### src/rtl/garage_door_plant.sv
// rtl/garage_door_plant.sv - garage door actuator plant: position tracking, limit switches, drive fault
module garage_door_plant #(
    parameter int TRAVEL_TICKS = 16,
    parameter int STEP_DIV     = 4,
    parameter int POS_W        = 8
) (
    input  logic             CLK,
    input  logic             RST,
    input  logic             UP_M,
    input  logic             DN_M,
    output logic             Up_MAX,
    output logic             Dn_MAX,
    output logic [POS_W-1:0] Position,
    output logic             Moving,
    output logic             Fault
);

    localparam int PW = (STEP_DIV > 1) ? $clog2(STEP_DIV) : 1;
    localparam logic [POS_W-1:0] TOP      = POS_W'(TRAVEL_TICKS);
    localparam logic [PW-1:0]    PRE_LAST = PW'(STEP_DIV - 1);

    typedef enum logic [1:0] {
        DIR_NONE,
        DIR_UP,
        DIR_DN
    } dir_t;

    dir_t             drive;
    dir_t             last_dir;
    dir_t             last_dir_nxt;
    logic [PW-1:0]    pre;
    logic [PW-1:0]    pre_nxt;
    logic [PW-1:0]    pre_base;
    logic [POS_W-1:0] pos_nxt;
    logic             moving_nxt;
    logic             fault_nxt;
    logic             can_step;

    always_comb begin
        drive = DIR_NONE;
        if (UP_M && !DN_M) begin
            drive = DIR_UP;
        end else if (DN_M && !UP_M) begin
            drive = DIR_DN;
        end
    end

    assign can_step = ((drive == DIR_UP) && (Position < TOP)) ||
                      ((drive == DIR_DN) && (Position != '0));

    always_comb begin
        pos_nxt      = Position;
        pre_nxt      = '0;
        pre_base     = pre;
        last_dir_nxt = DIR_NONE;
        moving_nxt   = 1'b0;
        fault_nxt    = Fault;
        if (Fault) begin
            pre_base = '0;
        end else if (UP_M && DN_M) begin
            fault_nxt = 1'b1;
        end else if (drive != DIR_NONE) begin
            last_dir_nxt = drive;
            if (can_step) begin
                moving_nxt = 1'b1;
                // A reversal restarts the count with this edge as the first one
                if ((last_dir != DIR_NONE) && (last_dir != drive)) begin
                    pre_base = '0;
                end
                if (pre_base == PRE_LAST) begin
                    pre_nxt = '0;
                    pos_nxt = (drive == DIR_UP) ? Position + 1'b1 : Position - 1'b1;
                end else begin
                    pre_nxt = pre_base + 1'b1;
                end
            end
        end
    end

    always_ff @(posedge CLK or negedge RST) begin
        if (!RST) begin
            Position <= '0;
            pre      <= '0;
            last_dir <= DIR_NONE;
            Moving   <= 1'b0;
            Fault    <= 1'b0;
        end else begin
            Position <= pos_nxt;
            pre      <= pre_nxt;
            last_dir <= last_dir_nxt;
            Moving   <= moving_nxt;
            Fault    <= fault_nxt;
        end
    end

    assign Up_MAX = (Position == TOP);
    assign Dn_MAX = (Position == '0);

endmodule

### config.mk
export PLATFORM = sky130hd
export DESIGN_NAME = garage_door_plant
export DESIGN_NICKNAME = d
export VERILOG_FILES = /design/src/rtl/garage_door_plant.sv
export SDC_FILE = /design/constraint.sdc
export NUM_CORES = 1
export LEC_CHECK = 0
export ABC_CLOCK_PERIOD_IN_PS = 5200
export CORE_AREA = 2 2 52 54
export DETAILED_ROUTE_END_ITERATION = 16
export DIE_AREA = 0 0 54 56
export DONT_BUFFER_PORTS = 1
export PLACE_DENSITY = 0.57
export SYNTH_ARGS = -nofsm -noshare
export SYNTH_HDL_FRONTEND = slang
export SYNTH_SLANG_ARGS = --single-unit
### constraint.sdc
create_clock -name CLK -period 5.2 [get_ports CLK]
set_input_delay 0.78 -clock CLK [delete_from_list [all_inputs] [get_ports CLK]]
set_output_delay 0.78 -clock CLK [all_outputs]
set_load 0.01 [all_outputs]
# == Word level (Yosys, flattened, before mapping) ==
# Cells that the tools add are included.
# totals
input_bits,4
output_inout_bits,12
elab_cells,52
ff_bits,14
# op_classes
bitwise,2
magnitude_cmp,1
addsub,3
eq_ne,5
muxes,22
reduce_logical,14
# ops
op,n
$mux W2,15
$add A8 B1 Y8 const B,1
$eq A8 B5 Y1 const B,1
$logic_not A8 Y1,1
$lt A8 B5 Y1 const B,1
$mux W8,1
$reduce_bool A8 Y1,1
$sub A8 B1 Y8 const B,1
$logic_and A1 B1 Y1,6
$mux W1,6
$reduce_and A5 Y1,1
$eq A2 B2 Y1 const B,2
$reduce_bool A2 Y1,2
$add A2 B1 Y2 const B,1
$eq A2 B1 Y1 const B,1
$logic_not A1 Y1,2
$ne A2 B2 Y1,1
$not A1 Y1,2
$logic_or A1 B1 Y1,1

# == Longest topological paths before layout ==
# logic_depth
ltp_word,17
depth_mapped,12
ltp_nobuf,11

# == Least setup slack after synthesis ==
# Ideal clock, no wire load.
# synth_path
path_type,input to register
startpoint,input DN_M
endpoint,register Position[6]
required_time_ns,5.075
arrival_ns,2.323
setup_slack_ns,2.752
setup_time_ns,0.125
path_buffers,0
path_stages,9
path_cell_list,inv_1 ha_1 inv_1 fa_1 a21oi_1 o211ai_1 a21oi_1 xnor2_1 mux2_4
# synth_via
elab_chain_len,12
elab_cells_between_ends,23
cone_classes,4 x eq/ne; 8 x mux; 1 x bitwise; 10 x reduce/logical
# synth_lines
item,line,source
"start, declared",10,"input logic DN_M,"
$logic_and A1 B1 Y1 or $logic_not A1 Y1 (tied branches),"43, 41",
$mux W2 or $logic_and A1 B1 Y1 (tied branches),"43, 41",
$mux W2,41,if (UP_M && !DN_M) begin
$ne A2 B2 Y1,67,if ((last_dir != DIR_NONE) && (last_dir != drive)) begin
$logic_and A1 B1 Y1,67,
$mux W2,67,
$mux W2,64,if (can_step) begin
$mux W2,62,end else if (drive != DIR_NONE) begin
$mux W2,60,end else if (UP_M && DN_M) begin
$mux W2,58,if (Fault) begin
$eq A2 B2 Y1,70,if (pre_base == PRE_LAST) begin
$reduce_and A5 Y1 (no line),--,
"end signal, assigned",88,Position <= pos_nxt;
"end, declared",13,"output logic [POS_W-1:0] Position,"
# Several ways; a longest one is shown, not always the timed one. The select of a mux whose other input is x is not followed.
# A chain may end at the register's enable or synchronous reset.

# == Worst setup path in the final report ==
# layout_path
startpoint,input UP_M
endpoint,register Position[1]
# layout_via
elab_chain_len,13
elab_cells_between_ends,23
cone_classes,4 x eq/ne; 8 x mux; 1 x bitwise; 10 x reduce/logical
# layout_lines
item,line,source
"start, declared",9,"input logic UP_M,"
$logic_not A1 Y1,43,end else if (DN_M && !UP_M) begin
$logic_and A1 B1 Y1,43,
$mux W2,43,
$mux W2,41,
$ne A2 B2 Y1,67,
$logic_and A1 B1 Y1,67,
$mux W2,67,
$mux W2,64,
$mux W2,62,
$mux W2,60,
$mux W2,58,
$eq A2 B2 Y1,70,
$reduce_and A5 Y1 (no line),--,
# Several ways; a longest one is shown, not always the timed one. The select of a mux whose other input is x is not followed.

==> results by stage <==
Finish:
- The area growth from synthesis to layout is 6.53%.
- In the final layout, flip-flops and latches occupy ~350 µm².
- The share of cells above drive strength 1 is 0.134.
- Leaving out fill and tap cells, the most frequent cell in the layout is sky130_fd_sc_hd__dfrtp_1.
- The filler cells instantiated in the layout total 240.
- The total area of multi-input combinational cells is 574 µm².
- In the layout the commonest cells are sky130_fd_sc_hd__dfrtp_1 (14), sky130_fd_sc_hd__ha_1 (12), sky130_fd_sc_hd__o21ai_0 (8).
- The final net count is 115.
- For this run, the share of the core covered by cells in the final layout is 0.420.
- The number of antenna diodes in the final layout is 0.

Synth:
- The warning count from the yosys run is 0.
- The count of flip-flops with a built-in enable after synthesis is 0.
- Each instance of the synthesized netlist takes up on average just over 10 µm².
- Summing every instance area after synthesis gives between 900 and 1000 µm².
- After synthesis the netlist holds a flip-flop and latch count of 14.
- The share of the Yosys chip area taken by registers is 0.366.
- The dominant synthesized flop cell is sky130_fd_sc_hd__dfrtp_1.
- The synthesized instance count is 94.
- The number of nets handed over by synthesis was 111.
- In the synthesized netlist the async set-or-reset flop fraction comes to 1.00.
- The number of different library cells used by synthesis comes to 28.

Timing:
- Setup repair after global routing left no endpoint under its margin.
- Across the routed clock network, the largest skew measured is between 3 and 4 ps.
- For this run, the top clock speed supported by timing is between 400 and 500 MHz.
- The fraction of the cycle the final worst path needs is 0.478.
- The final-report max-slew violation count is 0.
- After routing, the total negative slack on setup checks comes to 0 ps.
- For the finished layout, the period the worst path requires is roughly 2500 ps.
- Measured against its own limit, the worst slew margin works out to 0.716.
- At the pin with the least slew margin, the transition time is 425 ps.
- Setup violations remaining at the end of the flow were counted as 0.
- The count of final hold-check violations came to 0.

Die:
- The number of ports placed on the die boundary is 16.
- The core outline area is 2430 µm².
- The floorplan step defined a die boundary enclosing 3020 µm².
- The floorplan step set the die width to 54 µm.
- The floorplan has 18 rows.
- The die is between 50 and 60 µm tall.
- The effective utilization at floorplan is 0.394.

Clock network:
- CTS placed an instance of sky130_fd_sc_hd__clkbuf_4 at the clock tree root.
- In this run, post-CTS repair resized a total of 0 instances.
- The clock slew seen by the registers of the worst setup and hold paths is 80 ps.
- The sink count of the clock tree is 14.
- Buffers inserted to repair hold after CTS numbered 0.
- TritonCTS built the clock tree.
- Buffers inserted during clock tree synthesis total 3.
- The maximum clock path buffer count is 2.
- The number of setup buffers added after CTS is 0.
- The later-pin clock latency in the skew report is approximately 280 ps.
- CTS built an H-tree with a depth of 1.

Setup path:
- The launching instance or port of the critical path is UP_M.
- The worst register-to-register path ends at Position[1].
- The critical path in this run is classified as primary input to flip-flop.
- At the worst endpoint, the required time is approximately 5400 ps.
- In this run the worst path has a maximum fanout of 11.
- The category of the worst setup path launch point is a primary input.
- The cell count of the worst reg-to-reg path is 4.
- Data arrives at the worst endpoint at ~2700 ps.
- The reg2reg setup slack is approximately 3000 ps.
- The endpoint class of the critical path is a flip-flop.
- The startpoint of the worst-slack reg-to-reg timing path is Position[0].

Worst hold path:
- The tightest min-delay check is of the primary input to async pin type.

Pwr:
- Of the total power, the share spent switching nets is 0.210.
- The power density over the cells is between 150 and 200 nW/µm².
- The share of total power dissipated in combinational logic is 0.066.
- The share of total power dissipated in sequential elements is 0.548.
- The overall power consumption is roughly 0.20 mW.
- The maximum vdd ir drop is roughly 0.14 mV.
- Of the total power, the clock network draws 0.387.
- For this design the total switching power over the nets is around 0.042 mW.
- In this run the static leakage power is ~0.48 nW.
- The internal portion of the total power is 0.157 mW.

Route:
- The post-detailed-route via-to-cell ratio is roughly 5.3.
- The vias after detailed routing is approximately 670.
- The average wire per standard cell is roughly 14 µm.
- The first detailed-routing pass ran for 4 iterations.
- In this run the remaining antenna-violating nets after routing total 0.
- The detailed router finished its first iteration with 8 violations.
- The final layout contains routed wiring with a total length of about 1.7 mm.
- The number of remaining DRC errors is 0.

GRT:
- Entering global routing, the biggest net connects 15 pins.
- The first-pass GRT wire length is 3.04 mm.
- The number of global-route vias before repair came to 670.
- The total global routing track utilization is 0.135.
- After global routing the overflow that remains totals 0.
- The initial antenna violation count is 0.

Placed design:
- The final weighted congestion of routability-driven global placement is around 0.73.
- The number of buffer cells added on primary ports is 0.
- After legalization and detailed placement, the total HPWL measured between 1 and 1.5 mm.

Run:
- The count of max-cap constraint violations is 0.

Run status:
- The run finished with clean final reports.
-- layer usage --
layer / vias to the layer above / global-route usage / routed length [µm]
met1: 310 / 0.181 / 801
met5: - / 0 / 0
met2: 18 / 0.199 / 794
met4: 0 / 0.0214 / 7
li1: 338 / - / -
met3: 2 / 0.0672 / 134
-- how the worst max path moves through the flow --
stage | slack (ps) | depth (start not counted) | to
finish | 2710 | 10 | Position[1]
global route | 2540 | 10 | Position[1]
CTS | 2750 | 10 | Position[1]
detailed placement | 2440 | 10 | Position[6]
global placement | 2510 | 10 | Position[1]
floorplan | 2750 | 9 | Position[6]
-- per-stage QoR --
step                cell area (µm²)  std cells  hold slack (ps)  worst slack, ps
global placement                985        123              485             2510
CTS                            1020        127              174             2750
floorplan                       958         94              484             2750
detailed placement              985        123              485             2440
global route                   1020        127              150             2540
finish                         1020        127              185             2710
-- state kept, by name, indices dropped and copies added, names as in the netlist --
| signal | cells |
|---|---|
| Position | 8 |
| last_dir | 2 |
| pre | 2 |
| Fault | 1 |
| Moving | 1 |
-- cell type report --
cell class | count | share of cell area
clock buffers | 4 | 0.0355
well taps | 30 | 0.0368
inverters | 6 | 0.0221
multi-input cells | 73 | 0.562
flip-flops and latches | 14 | 0.343
-- kinds of logic (layout without fill, tap and decap cells) --
group,count (synthesis),in the layout,synth area share
adders and majority gates,13,13,0.178
xor gates and xnor gates,7,7,0.0640
muxes,2,2,0.0313
buffers and inverters,7,10,0.0352
AOI/OAI and AO/OA,26,26,0.185
and+or+nand+nor,25,25,0.141
DFF,14,14,0.366
-- cells in the mapped netlist (2+ instances only) --
master | count | area (µm²)
sky130_fd_sc_hd__xor2_1 | 2 | 17.5
sky130_fd_sc_hd__or4_4 | 2 | 22.5
sky130_fd_sc_hd__xnor2_1 | 5 | 43.8
sky130_fd_sc_hd__nor2_1 | 4 | 15.0
sky130_fd_sc_hd__a21oi_1 | 5 | 25.0
sky130_fd_sc_hd__nand2_1 | 7 | 26.3
sky130_fd_sc_hd__inv_1 | 6 | 22.5
sky130_fd_sc_hd__o21ai_0 | 8 | 40.0
sky130_fd_sc_hd__nor2b_1 | 3 | 18.8
sky130_fd_sc_hd__nor3_1 | 2 | 10.0
sky130_fd_sc_hd__or2_2 | 2 | 12.5
sky130_fd_sc_hd__mux2_4 | 2 | 30.0
sky130_fd_sc_hd__and2_1 | 4 | 25.0
sky130_fd_sc_hd__a211oi_1 | 2 | 15.0
sky130_fd_sc_hd__o211ai_1 | 3 | 22.5
sky130_fd_sc_hd__ha_1 | 12 | 150
sky130_fd_sc_hd__dfrtp_1 | 14 | 350
-- critical path, cell delays in order --
cell                        delay, ps
sky130_fd_sc_hd__inv_1             60
sky130_fd_sc_hd__ha_1             250
sky130_fd_sc_hd__inv_1             50
sky130_fd_sc_hd__o21ai_0          150
sky130_fd_sc_hd__a22oi_1           90
sky130_fd_sc_hd__and2_1           190
sky130_fd_sc_hd__ha_1             220
sky130_fd_sc_hd__o2111ai_2        100
sky130_fd_sc_hd__o21a_1           420
sky130_fd_sc_hd__mux2_4           340
-- power groups by stage --
stage,Sequential (mW),Combinational [mW],Clock [mW]
4_1_cts,0.109,0.0132,0.0802
2_1_floorplan,0.111,0.0108,0
3_3_place_gp,0.111,0.0128,0
3_5_place_dp,0.111,0.0131,0
6_report,0.109,0.0131,0.0768
5_1_grt,0.109,0.0153,0.0877
(Power assumes the default switching activity.)
